$ cat src/rtl/fifo_pkg.sv
// Shared definitions for the fifo and its write-side arbiter.
package fifo_pkg;

    localparam int DEFAULT_WIDTH = 8;

    typedef enum logic {
        IDLE  = 1'b0,
        BURST = 1'b1
    } arb_state_t;

endpackage

$ cat src/rtl/rr_pick.sv
// Round-robin search: first requester after `last`, wrapping, with `last` itself tried last.
module rr_pick #(
    parameter int NREQ  = 4,
    parameter int IDX_W = 2
) (
    input  logic [NREQ-1:0]  req,
    input  logic [IDX_W-1:0] last,
    output logic             found,
    output logic [IDX_W-1:0] idx
);

    int cand;

    // Walk from farthest to nearest so the nearest hit overwrites earlier ones.
    always_comb begin
        found = 1'b0;
        idx   = '0;
        cand  = 0;
        for (int k = NREQ; k >= 1; k--) begin
            cand = (int'(last) + k) % NREQ;
            if (req[IDX_W'(cand)]) begin
                found = 1'b1;
                idx   = IDX_W'(cand);
            end
        end
    end

endmodule

$ cat src/rtl/fifo_wr_arbiter.sv
// Round-robin, burst-limited arbiter feeding several requesters into one shared fifo.
module fifo_wr_arbiter
    import fifo_pkg::*;
#(
    parameter int WIDTH     = DEFAULT_WIDTH,
    parameter int NREQ      = 4,
    parameter int MAX_BURST = 4
) (
    input  logic                      clk,
    input  logic                      rst,
    input  logic [NREQ-1:0]           req,
    input  logic [NREQ*WIDTH-1:0]     req_data,
    output logic [NREQ-1:0]           ack,
    input  logic                      fifo_full,
    output logic                      write_en,
    output logic [WIDTH-1:0]          write_data,
    output logic                      busy,
    output logic [$clog2(NREQ)-1:0]   owner
);

    localparam int IDX_W = $clog2(NREQ);
    localparam int CNT_W = (MAX_BURST > 1) ? $clog2(MAX_BURST) : 1;

    arb_state_t       state;
    logic [IDX_W-1:0] owner_r;
    logic [IDX_W-1:0] last;
    logic [CNT_W-1:0] count;

    logic             pick_found;
    logic [IDX_W-1:0] pick_idx;
    logic [IDX_W-1:0] pick_from;
    logic             owner_req;
    logic             last_beat;
    logic             grant_end;

    assign busy      = (state == BURST);
    assign owner     = owner_r;
    assign owner_req = req[owner_r];
    assign write_en  = busy & owner_req & ~fifo_full;
    assign last_beat = (count == CNT_W'(MAX_BURST - 1));
    assign grant_end = busy & (~owner_req | (write_en & last_beat));

    // At a release the search starts after the outgoing owner, so it can only
    // win again when nobody else is asking.
    assign pick_from = busy ? owner_r : last;

    always_comb begin
        ack          = '0;
        ack[owner_r] = write_en;
    end

    assign write_data = busy ? req_data[int'(owner_r)*WIDTH +: WIDTH] : '0;

    rr_pick #(
        .NREQ  (NREQ),
        .IDX_W (IDX_W)
    ) u_rr_pick (
        .req   (req),
        .last  (pick_from),
        .found (pick_found),
        .idx   (pick_idx)
    );

    always_ff @(posedge clk) begin
        if (rst) begin
            state   <= IDLE;
            owner_r <= '0;
            count   <= '0;
            last    <= IDX_W'(NREQ - 1);
        end else begin
            case (state)
                IDLE: begin
                    if (pick_found) begin
                        state   <= BURST;
                        owner_r <= pick_idx;
                        count   <= '0;
                    end
                end
                BURST: begin
                    if (grant_end) begin
                        last  <= owner_r;
                        count <= '0;
                        if (pick_found) begin
                            owner_r <= pick_idx;
                        end else begin
                            state   <= IDLE;
                            owner_r <= '0;
                        end
                    end else if (write_en) begin
                        count <= count + 1'b1;
                    end
                end
                default: begin
                    state   <= IDLE;
                    owner_r <= '0;
                    count   <= '0;
                end
            endcase
        end
    end

endmodule

$ cat config.mk
export PLATFORM = sky130hd
export DESIGN_NAME = fifo_wr_arbiter
export DESIGN_NICKNAME = d
export VERILOG_FILES = /design/src/rtl/fifo_pkg.sv /design/src/rtl/rr_pick.sv /design/src/rtl/fifo_wr_arbiter.sv
export SDC_FILE = /design/constraint.sdc
export NUM_CORES = 1
export LEC_CHECK = 0
export CORE_MARGIN = 2
export CORE_UTILIZATION = 37
export CTS_CLUSTER_DIAMETER = 120
export DETAILED_ROUTE_END_ITERATION = 8
export GPL_ROUTABILITY_DRIVEN = 0
export HOLD_SLACK_MARGIN = 0.06
export PLACE_DENSITY = 0.85
export SETUP_SLACK_MARGIN = 0.5
export SLEW_MARGIN = 20
export SYNTH_ARGS = -nofsm -noshare
export SYNTH_HDL_FRONTEND = slang
export SYNTH_HIERARCHICAL = 1
export SYNTH_SLANG_ARGS = --single-unit
$ cat constraint.sdc
create_clock -name clk -period 4 [get_ports clk]
set_clock_uncertainty 0.1 [all_clocks]
set_input_delay 0.8 -clock clk [delete_from_list [all_inputs] [get_ports clk]]
set_output_delay 0.8 -clock clk [all_outputs]
set_load 0.02 [all_outputs]
==> impl_metrics.yaml <==
timing:
  worst_pin_slew_ns: 0.571
  hold_ws_ns: 0.383
  finalCriticalPeriod_ns: 3.44
  clock.fmax_ghz: 0.290
  relSlewSlack_pct: 61.9
  setup_viol: 0
  final.period_utilization_pct: 86.1
  hold_viol: 0
  grt_setup_unrepaired: "false"
  fin_tns_setup_ns: 0
  worst_slack_ns: 0.556
  final_max_slew_viol_count: 0
status:
  run_status: "finished clean"
floorplan:
  dieArea_um2: 2450
  io_pins: 55
  die_y_um: 49.5
  rows: 16
  die_w_um: 49.5
  core-area_um2: 1960
  start_util_pct: 39.0
clocking:
  cts_hold_buffers: 0
  clock_path_buffers: 2
  clkTransAtPathRegs_ns: 0.05
  cts_sinks: 7
  ctsHtreeMaxLevel: 1
  cts_tree: "yes"
  clock-root-buffer: "clkbuf_4"
  clock_latency_ns: 0.27
  cts_made_buffers: 3
worst_setup_path:
  critPathBufInv: 3
  cpPeakStageDelay_ns: 0.53
  end_kind: "primary output"
  crit_top_cell: "clkdlybuf4s50_1"
  start_kind: "primary input"
  crit_fanout: 6
  reg2reg_slack_ns: 2.10
  critPathSlowestCell: "clkdlybuf4s50_1"
  ff2ff_path_depth: 4
  crit_chain: "clkdlybuf4s50_1 > mux4_2 > nand2_2 > inv_1 > clkdlybuf4s50_1"
  crit_family: "buffers and inverters"
  reg2reg_to: "owner[1]"
  cp.arrival_ns: 2.54
  rr_startpoint: "owner[1]"
  criticalPathCategory: "primary input to primary output"
  critPathRequiredTime_ns: 3.10
yosys:
  synth_top_family_by_area: "multiplexers"
  synth-seq-cells: 7
  synthSimpleGateAreaFrac_pct: 23.9
  syn_area_um2: 764
  synth_compound_area_share_pct: 14.2
  synthXorXnorAreaFrac_pct: 0
  avgSynthCellArea_um2: 9.32
  yosys_warnings: 6
  netlist_instances: 82
  synth_fp_nets: 122
  synthDistinctLibCells: 28
  synth-seq-area-share_pct: 18.3
  synth_fa_ha_area_share_pct: 1.64
  synthMuxAreaShare_pct: 34.9
placement:
  dp_hpwl_mm: 1.93
  port_buffers: 54
  place_ws_ns: 0.378
global_route:
  grt_pass1_wl_mm: 3.89
  grt_pass1_vias: 807
  grt_antenna_before_repair: 0
  grt_max_degree: 19
  grt_overflow: 0
  track_usage_pct: 21.0
worst_hold_path:
  min_path_type: "flip-flop to flip-flop"
  holdPathStages: 2
  min_to: "count[1]"
  min_from: "count[1]"
cells_and_area:
  final_cell_mix: "50 x clkdlybuf4s50_1, 8 x and2_1, 8 x nor2_1"
  nFillCells: 141
  num_antenna_cells: 0
  drive_gt1_share_pct: 12.5
  fin_nets: 177
  syn_to_final_growth_pct: 76.1
  layout_commonest_cell: "clkdlybuf4s50_1"
routing:
  wl_per_cell_um: 15.3
  drt-vias-per-instance: 5.29
  vias: 862
  drt.antenna.violating_nets: 0
  drt_pass1_iterations: 4
  totalWireLength_mm: 2.50
  drtIter0Drc: 18
  drc: 0
power_and_ir_drop:
  irDropWorstVdd_mv: 0.296
  powerDensity_nw_per_um2: 258
  power.leakage_nw: 0.520
flow_run:
  maxCapViolations: 0
## repair_timing
item                                    4_1_cts  5_1_grt
resized for setup                             5        0
endpoints found under the setup margin        5        0
setup buffers                                 1        0
## worst max-delay path by stage
stage	startpoint	end	slack (ns)	cells after the start
CTS	req[1]	write_en	0.57	5
global placement	req[3]	ack[1]	0.44	5
detailed placement	req[1]	ack[2]	0.38	5
global route	req[1]	write_en	0.53	5
floorplan	req[1]	ack[0]	1.40	3
finish	req[1]	write_en	0.56	5
## Yosys cell counts
| cell type | count | share of area (%) |
|---|---|---|
| ha_1 | 1 | 1.6 |
| nand4_1 | 1 | 0.82 |
| a31oi_1 | 3 | 2.5 |
| o221ai_2 | 1 | 2.0 |
| nand2_1 | 2 | 0.98 |
| a31o_1 | 1 | 1.1 |
| buf_2 | 1 | 0.65 |
| and2_1 | 8 | 6.5 |
| nor2_1 | 8 | 3.9 |
| a21boi_2 | 1 | 1.5 |
| o32ai_1 | 3 | 3.4 |
| a21oi_2 | 1 | 1.1 |
| mux2i_1 | 3 | 3.9 |
| mux4_1 | 3 | 10 |
| mux4_2 | 6 | 18 |
| or3_1 | 1 | 0.82 |
| clkbuf_1 | 4 | 2.0 |
| a21oi_1 | 3 | 2.0 |
| nor2b_1 | 1 | 0.82 |
| o21ai_0 | 1 | 0.65 |
| dfxtp_1 | 7 | 18 |
| inv_1 | 6 | 2.9 |
| and2b_1 | 1 | 0.98 |
| buf_6 | 1 | 1.5 |
| mux2_2 | 2 | 2.9 |
| nand2b_1 | 7 | 5.7 |
| nor3_1 | 4 | 2.6 |
| nand3_1 | 1 | 0.65 |
## cells by family (layout without fill, tap and decap cells)
logic type               Yosys count  after routing
AO/OA/AOI/OAI                     14             14
adder cells (fa/ha/maj)            1              1
buffers and inverters             12             66
flip-flops                         7              7
multiplexers                      14             14
AND/OR/NAND/NOR                   34             34
## per-stage QoR
stage	instance area, µm²	utilization, %	total power, mW	std cells
3_5_place_dp	1320	67.0	0.277	158
4_1_cts	1350	68.6	0.348	163
6_report	1350	68.6	0.347	163
2_1_floorplan	764	-	0.197	82
5_1_grt	1350	68.6	0.366	163
3_3_place_gp	1320	67.0	0.273	158
## layout make-up
class | instances | area [µm²] | area share (%)
Multi-Input combinational cell | 63 | 573 | 42.6
Timing Repair Buffer | 56 | 551 | 40.9
Sequential cell | 7 | 140 | 10.4
Tap cell | 27 | 33.8 | 2.51
Clock buffer | 4 | 26.3 | 1.95
Inverter | 6 | 22.5 | 1.67
## report_power, final
part	internal, mW	switching, mW	total, mW	leakage, nW
Sequential	0.0769	0.0149	0.0918	0.0578
Clock	0.0383	0.0293	0.0676	0.0150
Combinational	0.114	0.0736	0.188	0.448
Total	0.229	0.118	0.347	0.520
## state kept, by name, summed over array words and instances (netlist names)
name,count
busy,1
owner,2
last,2
count,2
## metal layers
metal,global-route usage (%),up-vias,part of all wire (%),routed length (µm)
li1,-,413,-,-
met1,24.2,390,43,1070
met2,35.8,53,47,1160
met3,7.27,6,8.5,213
met4,7.41,0,2.0,49
met5,0,-,0,0
## worst min-delay path, cell delays in order, from the launching register on
cell and delay [ns]:
dfxtp_1 0.31, nand2b_1 0.06, o21ai_0 0.06
Power figures use the tool's default switching activity.
